--- config.mk ---
export PLATFORM = sky130hd
export DESIGN_NAME = cga_text_fetch
export DESIGN_NICKNAME = d
export VERILOG_FILES = /design/src/rtl/cga_text_fetch.sv
export SDC_FILE = /design/constraint.sdc
export NUM_CORES = 1
export LEC_CHECK = 0
export BUFFER_PORTS_ARGS = -buffer_cell sky130_fd_sc_hd__buf_2
export CAP_MARGIN = 10
export CORE_MARGIN = 5
export CORE_UTILIZATION = 40
export CTS_CLUSTER_SIZE = 14
export DETAILED_ROUTE_END_ITERATION = 7
export HOLD_SLACK_MARGIN = 0.02
export SLEW_MARGIN = 20
export SYNTH_ARGS = -nofsm -noshare
export SYNTH_HDL_FRONTEND = slang
export SYNTH_SLANG_ARGS = --single-unit
--- constraint.sdc ---
create_clock -name clk -period 2 [get_ports clk]
set_input_delay 0.1 -clock clk [delete_from_list [all_inputs] [get_ports clk]]
set_output_delay 0.1 -clock clk [all_outputs]
set_load 0.1 [all_outputs]
--- src/rtl/cga_text_fetch.sv ---
// CGA text-mode character fetch and pixel serializer: reads char/attr from VRAM,
// looks up the glyph row in the font ROM and shifts out 4-bit colour indices.
module cga_text_fetch #(
    parameter int ADDR_WIDTH = 15
) (
    input  logic                  clk,
    input  logic                  reset_n,
    input  logic                  char_start,
    input  logic [13:0]           crtc_ma,
    input  logic [4:0]            crtc_ra,
    input  logic                  display_en,
    input  logic                  cursor,
    input  logic                  blink_en,
    input  logic                  blink_phase,
    input  logic                  pixel_ce,
    output logic                  vram_en,
    output logic [ADDR_WIDTH-1:0] vram_addr,
    input  logic [7:0]            vram_data,
    output logic                  font_en,
    output logic [10:0]           font_addr,
    input  logic [7:0]            font_data,
    output logic [3:0]            pix_color,
    output logic                  overrun,
    input  logic                  overrun_clr
);

    typedef enum logic [2:0] {IDLE, RD_CHAR, RD_ATTR, RD_FONT, CAPTURE} state_t;
    state_t state, state_next;

    logic [13:0] ma_p0;
    logic [2:0]  ra_p0;
    logic        en_p0, cur_p0;
    logic [7:0]  attr_p0;

    logic [7:0]  bmp_p1, attr_p1;
    logic        en_p1, cur_p1, vld_p1;

    logic [7:0]  shift_p2, attr_p2;
    logic        en_p2, cur_p2;

    logic [13:0] ma_src;
    logic [7:0]  ld_bmp, ld_attr, eff_bmp, eff_attr;
    logic        ld_en, ld_cur, eff_en, eff_cur;
    logic        unused_ra;

    assign unused_ra = ^crtc_ra[4:3];

    function automatic logic [3:0] pixel_color(input logic       b,
                                               input logic       cur,
                                               input logic [7:0] attr,
                                               input logic       en,
                                               input logic       blink,
                                               input logic       phase);
        logic       bit_on;
        logic [3:0] bg;
        bit_on = b | cur;
        if (blink && attr[7] && phase)
            bit_on = cur;
        bg = blink ? {1'b0, attr[6:4]} : attr[7:4];
        if (!en)
            return 4'd0;
        return bit_on ? attr[3:0] : bg;
    endfunction

    always_ff @(posedge clk or negedge reset_n) begin
        if (!reset_n)
            state <= IDLE;
        else
            state <= state_next;
    end

    always_comb begin
        state_next = state;
        case (state)
            IDLE:    state_next = IDLE;
            RD_CHAR: state_next = RD_ATTR;
            RD_ATTR: state_next = RD_FONT;
            RD_FONT: state_next = CAPTURE;
            CAPTURE: state_next = IDLE;
            default: state_next = IDLE;
        endcase
        if (char_start)
            state_next = RD_CHAR;
    end

    always_comb begin
        ma_src   = char_start ? crtc_ma : ma_p0;
        ld_bmp   = vld_p1 ? bmp_p1 : 8'd0;
        ld_attr  = vld_p1 ? attr_p1 : 8'd0;
        ld_en    = vld_p1 & en_p1;
        ld_cur   = vld_p1 & cur_p1;
        eff_bmp  = char_start ? ld_bmp  : shift_p2;
        eff_attr = char_start ? ld_attr : attr_p2;
        eff_en   = char_start ? ld_en   : en_p2;
        eff_cur  = char_start ? ld_cur  : cur_p2;
    end

    // p0: fetch context and memory strobes, aligned with the FSM state
    always_ff @(posedge clk or negedge reset_n) begin
        if (!reset_n) begin
            vram_en   <= 1'b0;
            vram_addr <= '0;
            font_en   <= 1'b0;
            font_addr <= '0;
            ma_p0     <= '0;
            ra_p0     <= '0;
            en_p0     <= 1'b0;
            cur_p0    <= 1'b0;
            attr_p0   <= '0;
            overrun   <= 1'b0;
        end else begin
            vram_en <= (state_next == RD_CHAR) || (state_next == RD_ATTR);
            font_en <= (state_next == RD_FONT);
            if (state_next == RD_CHAR)
                vram_addr <= ADDR_WIDTH'({ma_src, 1'b0});
            else if (state_next == RD_ATTR)
                vram_addr <= ADDR_WIDTH'({ma_p0, 1'b1});
            // entering RD_FONT, vram_data carries the character byte
            if (state_next == RD_FONT)
                font_addr <= {vram_data, ra_p0};
            if (char_start) begin
                ma_p0  <= crtc_ma;
                ra_p0  <= crtc_ra[2:0];
                en_p0  <= display_en;
                cur_p0 <= cursor;
            end
            if (state == RD_FONT)
                attr_p0 <= vram_data;
            if (char_start && (state != IDLE))
                overrun <= 1'b1;
            else if (overrun_clr)
                overrun <= 1'b0;
        end
    end

    // p1: pending character buffer; p2: character on display
    always_ff @(posedge clk or negedge reset_n) begin
        if (!reset_n) begin
            bmp_p1    <= '0;
            attr_p1   <= '0;
            en_p1     <= 1'b0;
            cur_p1    <= 1'b0;
            vld_p1    <= 1'b0;
            shift_p2  <= '0;
            attr_p2   <= '0;
            en_p2     <= 1'b0;
            cur_p2    <= 1'b0;
            pix_color <= '0;
        end else begin
            if (state == CAPTURE) begin
                bmp_p1  <= font_data;
                attr_p1 <= attr_p0;
                en_p1   <= en_p0;
                cur_p1  <= cur_p0;
                vld_p1  <= 1'b1;
            end
            if (char_start) begin
                vld_p1  <= 1'b0;
                attr_p2 <= ld_attr;
                en_p2   <= ld_en;
                cur_p2  <= ld_cur;
            end
            if (pixel_ce) begin
                pix_color <= pixel_color(eff_bmp[7], eff_cur, eff_attr, eff_en,
                                         blink_en, blink_phase);
                shift_p2  <= {eff_bmp[6:0], 1'b0};
            end else if (char_start) begin
                shift_p2  <= ld_bmp;
            end
        end
    end

endmodule

After elaboration in Yosys (flattened, before gate mapping)

Cells that the tools add are included.

Bits in registers: 100
Bits of input ports: 44
Output and inout port bits: 33
Logic and storage cells: 63

Equality and inequality tests: 7
Muxes and demuxes: 24
Bitwise operators: 3
Reduce and logical (&&, ||, !) cells: 8

Operator list:

| kind                                           | number |
|---|---|
| two-way mux 8 bit                              | 5 |
| two-way mux 15 bit                             | 2 |
| two-way mux 4 bit                              | 4 |
| two-way mux 14 bit                             | 1 |
| == test 3 x 2 -> 1 bit (second input constant) | 4 |
| two-way mux 1 bit                              | 10 |
| case mux 3 bit (3 select lines)                | 1 |
| == test 3 x 1 -> 1 bit (second input constant) | 2 |
| nonzero test 2 bit                             | 3 |
| == test 3 bit (second input constant)          | 1 |
| logical AND 1 bit                              | 3 |
| two-way mux 3 bit                              | 1 |
| nonzero test 3 bit                             | 1 |
| bitwise AND 1 bit                              | 2 |
| logical OR 1 bit                               | 1 |
| bitwise OR 1 bit                               | 1 |

Logic depth before layout (Yosys ltp)

Gate-level depths: netlist of run 1.

Depth in word-level cells: 8
Gate-level depth with buffers: 6

Least setup slack after synthesis of run 1

No wires, ideal clock.

Path kind: reg2reg
From: reg state[0]
To: reg vram_addr[5]
Library setup time: 126 ps
Arrival time: 1315 ps
Setup slack: 559 ps
Stages on the path, launching flop included: 5
Period minus slack after synthesis: 1441 ps
Cell sequence: dfrtp_1 > nor3b_2 > nor2_2 > buf_4 > mux2_2

Longest elaborated chain between the ends: 5

Ends and longest elaborated chain:

| what                                                                    | RTL line | RTL |
|---|---|---|
| from (decl)                                                             | 28       | `state_t state, state_next;` |
| from (signal assigned)                                                  | 69       | `state <= state_next;` |
| == test 3 x 2 -> 1 bit / == test 3 x 1 -> 1 bit (equally long branches) | 74       | `case (state)` |
| case mux 3 bit (3 select lines) *                                       | 74       |  |
| two-way mux 3 bit *                                                     | 82       | `if (char_start)` |
| == test 3 x 1 -> 1 bit / == test 3 x 2 -> 1 bit (equally long branches) | 114, 116 |  |
| two-way mux 15 bit / nonzero test 2 bit (equally long branches)         | n/a      |  |
| to (signal assigned)                                                    | 115      | `vram_addr <= ADDR_WIDTH'({ma_src, 1'b0});` |
| to (signal assigned)                                                    | 117      | `vram_addr <= ADDR_WIDTH'({ma_p0, 1'b1});` |
| to (decl)                                                               | 17       | `output logic [ADDR_WIDTH-1:0] vram_addr,` |

Mark *: on every way between the ends. The rest lies on a longest branch, timed or not.
A chain may end at the register's enable or synchronous reset.

Worst setup path after layout of run 1

From: reg state[1]
To: reg font_addr[5]

Longest elaborated chain between the ends: 4

Ends and longest elaborated chain:

| what                                                                    | RTL line | RTL |
|---|---|---|
| == test 3 x 2 -> 1 bit / == test 3 x 1 -> 1 bit (equally long branches) | 74       |  |
| case mux 3 bit (3 select lines) *                                       | 74       |  |
| two-way mux 3 bit *                                                     | 82       |  |
| == test 3 x 2 -> 1 bit *                                                | 119      | `if (state_next == RD_FONT)` |
| to (signal assigned)                                                    | 120      | `font_addr <= {vram_data, ra_p0};` |
| to (decl)                                                               | 20       | `output logic [10:0] font_addr,` |

Marked as above.

==> metrics.csv, run 1 <==
stage;metric;value;unit
sta;setup_viol;0;
setup_path;slowest_stage;dfrtp_1;
floorplanning;initial_core_util;0.407;
logic_synthesis;synth_nets;308;
global_routing;grt_max_degree;87;
logic_synthesis;synth-warning-count;0;
setup_path;crit_type;reg -> reg;
layout;drive_above_1_share;0.385;
sta;relSlewSlack;0.578;
global_routing;grt-ovfl-total;0;
sta;clock.fmax;595;MHz
drt;drt_iter0_markers;85;
clocking;cts_buffers;9;
sta;hold_slack;85.3;ps
drt;avgRoutedWirePerCell;14.6;microns
status;status;finished, final reports clean;
logic_synthesis;synth-seq-area-share;0.634;
clocking;cts_buffer_depth;2;
floorplanning;rows;36;
clocking;clkSlewWorstSetupHoldPaths;100;ps
power;ir_drop;661;uV
power;p_leak;2.41;nW
setup_path;reg2regPathDepth;4;
sta;final_max_slew_viol_count;0;
drt;vias_per_cell;4.73;
place;dp_hpwl;5090;microns
sta;finClkSkew;11.7;ps
hold_path;holdPathStages;2;
global_routing;grt_usage;0.138;
floorplanning;fp.dieH;109;microns
place;place.port_buffers;74;
setup_path;crit_family;simple AND/OR/NAND/NOR gates;
global_routing;grt_pass1_wl;12900;microns
floorplanning;core_area;0.00968;sq mm
logic_synthesis;syn_area_per_cell;14.9;sq um
logic_synthesis;synth_area;0.00395;sq mm
setup_path;critPathArrivalTime;1930;ps
power;p_per_area;1260;mW/mm^2
layout;n_antenna_cell;0;
clocking;cts_tree;yes;
logic_synthesis;synthXorXnorAreaFrac;0.00222;
run;max_cap_viol_count;0;
clocking;cts_sinks;100;
drt;vias;2460;
global_routing;grt_pass1_vias;2619;
setup_path;critical_path.endpoint_type;register;
logic_synthesis;synth_top_family_by_area;multiplexers;
setup_path;worstPathMaxFanout;7;
setup_path;start_kind;register;
drt;ant_nets;0;
logic_synthesis;netlist.top_cell.by_area;dfrtp_1;
sta;post-route-period-util;0.840;
clocking;cts_max_level;3;
layout;fin_nets;426;
layout;area_growth;29.4;%
clocking;clk_latency;360;ps
sta;rsz0062_at_grt;false;
drt;wl;7580;microns
setup_path;crit_required;2250;ps
logic_synthesis;synth-simple-area-share;0.0488;
place;gp_congestion;0.770;
sta;hold_violations;0;
floorplanning;die_x;109;microns
logic_synthesis;yosys-top-cells-area;dfrtp_1, mux2_2, mux2_1;
logic_synthesis;synth_top_area_frac;0.634;
drt;drc;0;
logic_synthesis;synthAdderAreaFrac;0;
floorplanning;io_pins;77;
logic_synthesis;muxShareOfSynthArea;0.218;
setup_path;worst-path-buf-inv;1;
logic_synthesis;netlist_instances;264;
floorplanning;dieArea;0.0120;sq mm
setup_path;path_cells;nor3b_1 > and2_1 > buf_4 > mux2_1;
sta;tightest_slew;633;ps
setup_path;cp.depth;4;
logic_synthesis;synth_compound_area_frac;0.0640;
global_routing;antenna_found_initial;0;
hold_path;hp-class;in -> reg;
setup_path;max_stage_delay;470;ps
clocking;cts_root_buf;clkbuf_8;
sta;min_period;1680;ps
sta;finalSetupTns;0;ps
drt;dr.pass1.iters;4;
logic_synthesis;synth_seq_cells;100;
logic_synthesis;synth.distinct_cells;35;
[metal layers]
metal | track usage | vias to the layer above | part of all wire
li1 | - | 1174 | -
met1 | 0.176 | 1224 | 0.45
met2 | 0.223 | 55 | 0.48
met3 | 0.0570 | 7 | 0.061
met4 | 0.0276 | 0 | 0.0079
met5 | 0 | - | 0
[final cells by class]
| cell class | count | area, sq um |
|---|---|---|
| clock buffer | 13 | 179 |
| clock inverter | 3 | 90.1 |
| fill | 856 | 4580 |
| inverter | 11 | 41.3 |
| multi-input combinational | 142 | 1320 |
| sequential | 100 | 2500 |
| tap | 133 | 166 |
| timing repair buffer | 118 | 808 |
[worst paths after layout]
check                                        start                        to  slack (ps)
max in group asynchronous                  reset_n  vram_addr[8]$_DFFE_PN0P_        1140
worst max-delay path            state[1]$_DFF_PN0_  font_addr[5]$_DFFE_PN0N_         320
min in group asynchronous                  reset_n  font_addr[3]$_DFFE_PN0N_         140
worst min register to register  ma_p0[7]$_DFF_PN0_        ma_p0[7]$_DFF_PN0_         480
worst max register to register  state[1]$_DFF_PN0_  font_addr[5]$_DFFE_PN0N_         320
worst min-delay path                      pixel_ce     shift_p2[0]$_DFF_PN0_          90
[synthesized netlist by cell type, drive strengths merged]
master	number
a21bo	1
clkbuf	1
nand3b	1
a32o	3
xnor2	1
a21oi	3
nand3	5
nand2	4
o22ai	1
o211ai	7
inv	10
a22o	2
buf	10
nor3b	3
or2	1
mux2i	7
and4	1
clkinv	1
nand2b	3
nor2	7
dfrtp	100
a22oi	13
mux2	70
nand4	1
and2	5
nor3	2
o2111ai	1
[per-stage QoR]
| stage | setup WS [ps] | instance area (sq um) | total power, mW | utilization | instances |
|---|---|---|---|---|---|
| 2_1_floorplan | 559 | 3950 | 4.40 | - | 264 |
| 3_3_place_gp | 342 | 4470 | 4.78 | 0.461 | 467 |
| 3_5_place_dp | 319 | 4470 | 4.83 | 0.461 | 467 |
| 4_1_cts | 301 | 5100 | 6.53 | 0.527 | 520 |
| 5_1_grt | 154 | 5100 | 6.75 | 0.527 | 520 |
| 6_report | 320 | 5100 | 6.45 | 0.527 | 520 |
[placed cells by master (no fill, tap or decap), drive strengths merged]
cell type    instances
xnor2                1
inv                 10
dlygate4sd3         37
buf                 81
o211ai               7
o2111ai              1
clkinv               1
clkbuf              13
nand3b               1
nand4                1
dfrtp              100
and2                 5
a21oi                3
nand3                5
a21bo                1
nor3b                3
mux2                70
nor2                 7
mux2i                7
or2                  1
bufinv               3
a32o                 3
and4                 1
nor3                 2
a22oi               13
a22o                 2
nand2b               3
nand2                4
o22ai                1
[what timing repair did]
action,4_1_cts,5_1_grt
setup endpoints to repair,0,0
buffers inserted,0,0
endpoints found under the hold margin,144,0
gates resized for setup,0,0
hold buffers,37,0
[power breakdown]
group / internal (mW) / switching (mW) / total, mW
Combinational: 0.532 / 1.56 / 2.09
Clock: 0.968 / 0.670 / 1.64
Sequential: 2.48 / 0.236 / 2.72
[registers in the layout, summed over array words and instances (netlist names), 3 cells and up]
signal and count:
pix_color 4, shift_p2 8, ma_p0 14, state 3
attr_p0 8, attr_p2 8, bmp_p1 8, font_addr 11
vram_addr 15, ra_p0 3, attr_p1 8
[kinds of logic after synthesis]
group / count (synthesis)
compound gates: 31
xor+xnor: 1
buf+inv: 22
flops: 100
mux: 77
simple gates: 33
Power figures use the tool's default switching activity.
==> run 2: changes to the inputs <==
==> constraint.sdc (replaced) <==
create_clock -name clk -period 1.5 [get_ports clk]
set_input_delay 0.075 -clock clk [delete_from_list [all_inputs] [get_ports clk]]
set_output_delay 0.075 -clock clk [all_outputs]
set_load 0.1 [all_outputs]
==> run 2 against run 1 <==
Non-clock buffer count up 15. Clock skew down 3.3 ps. Clock power up 14%. Sequential share of layout area down 1.6 points. First-iteration DRC count down 9.4%. Design area up 3.5%. Routed wire length up 4.9%. Global-route usage up 0.35 points. Die area unchanged. Sequential power up 33%. Register-to-register slack worse by 310 ps. Fmax up 12%. Critical path type unchanged.
==> metrics.csv, run 2 (synthesized netlist as in run 1, its figures left out) <==
stage;metric;value;unit;change
status;status;finished, final reports clean;;
clocking;clkSlewWorstSetupHoldPaths;90;ps;about the same
layout;fin_nets;441;;+3.5%
drt;wl;7960;microns;+4.9%
drt;vias_per_cell;4.73;;-0.12%
setup_path;critPathArrivalTime;1740;ps;-190 ps
global_routing;grt-ovfl-total;0;;unchanged
global_routing;grt_pass1_vias;2768;;+5.7%
setup_path;rrSetupSlack;7;ps;-310 ps
power;ir_drop;1050;uV;+60%
layout;area_growth;33.9;%;
drt;drc;0;;unchanged
global_routing;grt_pass1_wl;13200;microns;+2.2%
layout;final_common_cell;dfrtp_1;;
clocking;clk_latency;360;ps;about the same
clocking;cts_sinks;100;;unchanged
clocking;cts_max_level;3;;unchanged
drt;avgRoutedWirePerCell;14.9;microns;+2.0%
setup_path;crit_type;reg -> reg;;
drt;dr.pass1.iters;4;;unchanged
place;dp_hpwl;5290;microns;+4.0%
setup_path;worstPathMaxFanout;7;;unchanged
floorplanning;io_pins;77;;unchanged
floorplanning;core_area;0.00968;sq mm;unchanged
layout;mostFrequentLayoutCells;dfrtp_1, buf_2, dlygate4sd3_1, mux2_2, mux2_1;;
sta;finClkSkew;8.34;ps;-3.32 ps
clocking;cts_root_buf;clkbuf_8;;
floorplanning;initial_core_util;0.407;;unchanged
setup_path;reg2regPathDepth;5;;+1
setup_path;crit_family;flip-flops;;
layout;largest-register;vram_addr;;
setup_path;crit_required;1740;ps;-510 ps
setup_path;worst-path-buf-inv;2;;+1
clocking;cts_tree;yes;;
sta;rsz0062_at_grt;true;;
sta;final_max_slew_viol_count;0;;unchanged
sta;setup_viol;0;;unchanged
hold_path;holdPathStages;2;;unchanged
sta;min_period;1490;ps;-186 ps
floorplanning;fp.dieH;109;microns;unchanged
drt;vias;2528;;+2.8%
sta;hold_violations;0;;unchanged
power;p_leak;2.51;nW;+4.0%
hold_path;holdCritStartpoint;pixel_ce;;
sta;tightest_slew;505;ps;-128 ps
place;gp_congestion;0.797;;+3.6%
global_routing;antenna_found_initial;0;;unchanged
sta;relSlewSlack;0.666;;+0.0878
power;p_per_area;1590;mW/mm^2;+26%
setup_path;start_kind;register;;
sta;clock.fmax;670;MHz;+12%
run;max_cap_viol_count;0;;unchanged
setup_path;r2r_start;state[0]$_DFF_PN0_;;
power;power;8.41;mW;+30%
hold_path;hold_end;shift_p2[0]$_DFF_PN0_;;
setup_path;critical_path.endpoint_type;register;;
floorplanning;rows;36;;unchanged
global_routing;grt_usage;0.142;;+0.00350
place;place_area;0.00457;sq mm;+2.4%
global_routing;grt_max_degree;34;;-61%
setup_path;slowest_stage;dfrtp_1;;
layout;n_antenna_cell;0;;unchanged
layout;drive_above_1_share;0.420;;+0.0354
setup_path;max_stage_delay;410;ps;-60 ps
place;place.port_buffers;74;;unchanged
floorplanning;dieArea;0.0120;sq mm;unchanged
layout;fin_area;0.00528;sq mm;+3.5%
clocking;cts_buffer_depth;2;;unchanged
drt;drt_iter0_markers;77;;-9.4%
layout;largest_reg_flops;15;;unchanged
floorplanning;die_x;109;microns;unchanged
drt;ant_nets;0;;unchanged
clocking;cts_buffers;9;;unchanged
setup_path;r2r_end;vram_addr[2]$_DFFE_PN0P_;;
hold_path;hp-class;in -> reg;;
layout;reg.largest.list;vram_addr: 15 flops, ma_p0: 14 flops, font_addr: 11 flops;;
setup_path;path_cells;buf_6 > nor3b_4 > nor2_4 > clkbuf_16 > mux2_1;;
sta;post-route-period-util;0.996;;+0.156
[run 2: cell types whose count changed in the layout (fill, tap and decap cells not counted), moves of 3 or more]
cell,change
buf_4,+9
mux2_4,+8
mux2_2,-7
a22oi_1,-3
a22oi_2,+3
buf_6,+3
clkbuf_8,-3
[run 2: area by class of cell]
type / instances / area [sq um]
Clock buffer: 12 / 145
Clock inverter: 4 / 72.6
Fill cell: 825 / 4400
Inverter: 11 / 41.3
Multi-Input combinational cell: 142 / 1380
Sequential cell: 100 / 2500
Tap cell: 133 / 166
Timing Repair Buffer: 133 / 975
[run 2: stage by stage]
| stage | setup TNS (ps) | utilization | hold slack [ps] | std cells | worst slack, ps |
|---|---|---|---|---|---|
| 2_1_floorplan | 0 | - | -221 | 264 | 58.9 |
| 3_3_place_gp | 0 | 0.472 | 53.2 | 478 | 37.8 |
| 3_5_place_dp | 0 | 0.472 | 56.4 | 478 | 14.1 |
| 4_1_cts | 0 | 0.533 | 55.4 | 531 | 20.7 |
| 5_1_grt | -491 | 0.546 | 66.5 | 535 | -50.6 |
| 6_report | 0 | 0.546 | 74.7 | 535 | 6.74 |
[run 2: power breakdown]
group | leakage, nW | switching, mW | internal (mW)
clock network | 0.107 | 0.884 | 0.985
registers | 1.24 | 0.313 | 3.31
logic | 1.16 | 2.11 | 0.801
[run 2: timing repair]
item | in CTS | in global routing
hold buffers | 37 | 0
hold endpoints to repair | 73 | 0
cloned | 0 | 1
pin swaps | 0 | 2
endpoints found under the setup margin | 7 | 39
gates resized for setup | 1 | 18
buffers inserted | 0 | 3
[run 2: per-layer routing]
layer / wire [microns] / track usage / up-vias
met3: 438 / 0.0452 / 12
met1: 3530 / 0.175 / 1250
met2: 3860 / 0.236 / 59
met4: 121 / 0.0454 / 0
met5: 0 / 0 / -
li1: - / - / 1207
[run 2: how the worst max path moves through the flow]
stage          depth (start not counted)                        to  slack [ps]                from
2_1_floorplan                          4  vram_addr[5]$_DFFE_PN0P_          60  state[0]$_DFF_PN0_
3_3_place_gp                           4  font_addr[5]$_DFFE_PN0N_          40  state[1]$_DFF_PN0_
3_5_place_dp                           4  font_addr[7]$_DFFE_PN0N_          10  state[1]$_DFF_PN0_
4_1_cts                                4  pix_color[0]$_DFFE_PN0P_          20  vld_p1$_DFFE_PN0P_
5_1_grt                                5  vram_addr[1]$_DFFE_PN0P_         -50  state[0]$_DFF_PN0_
6_report                               5  vram_addr[2]$_DFFE_PN0P_           7  state[0]$_DFF_PN0_
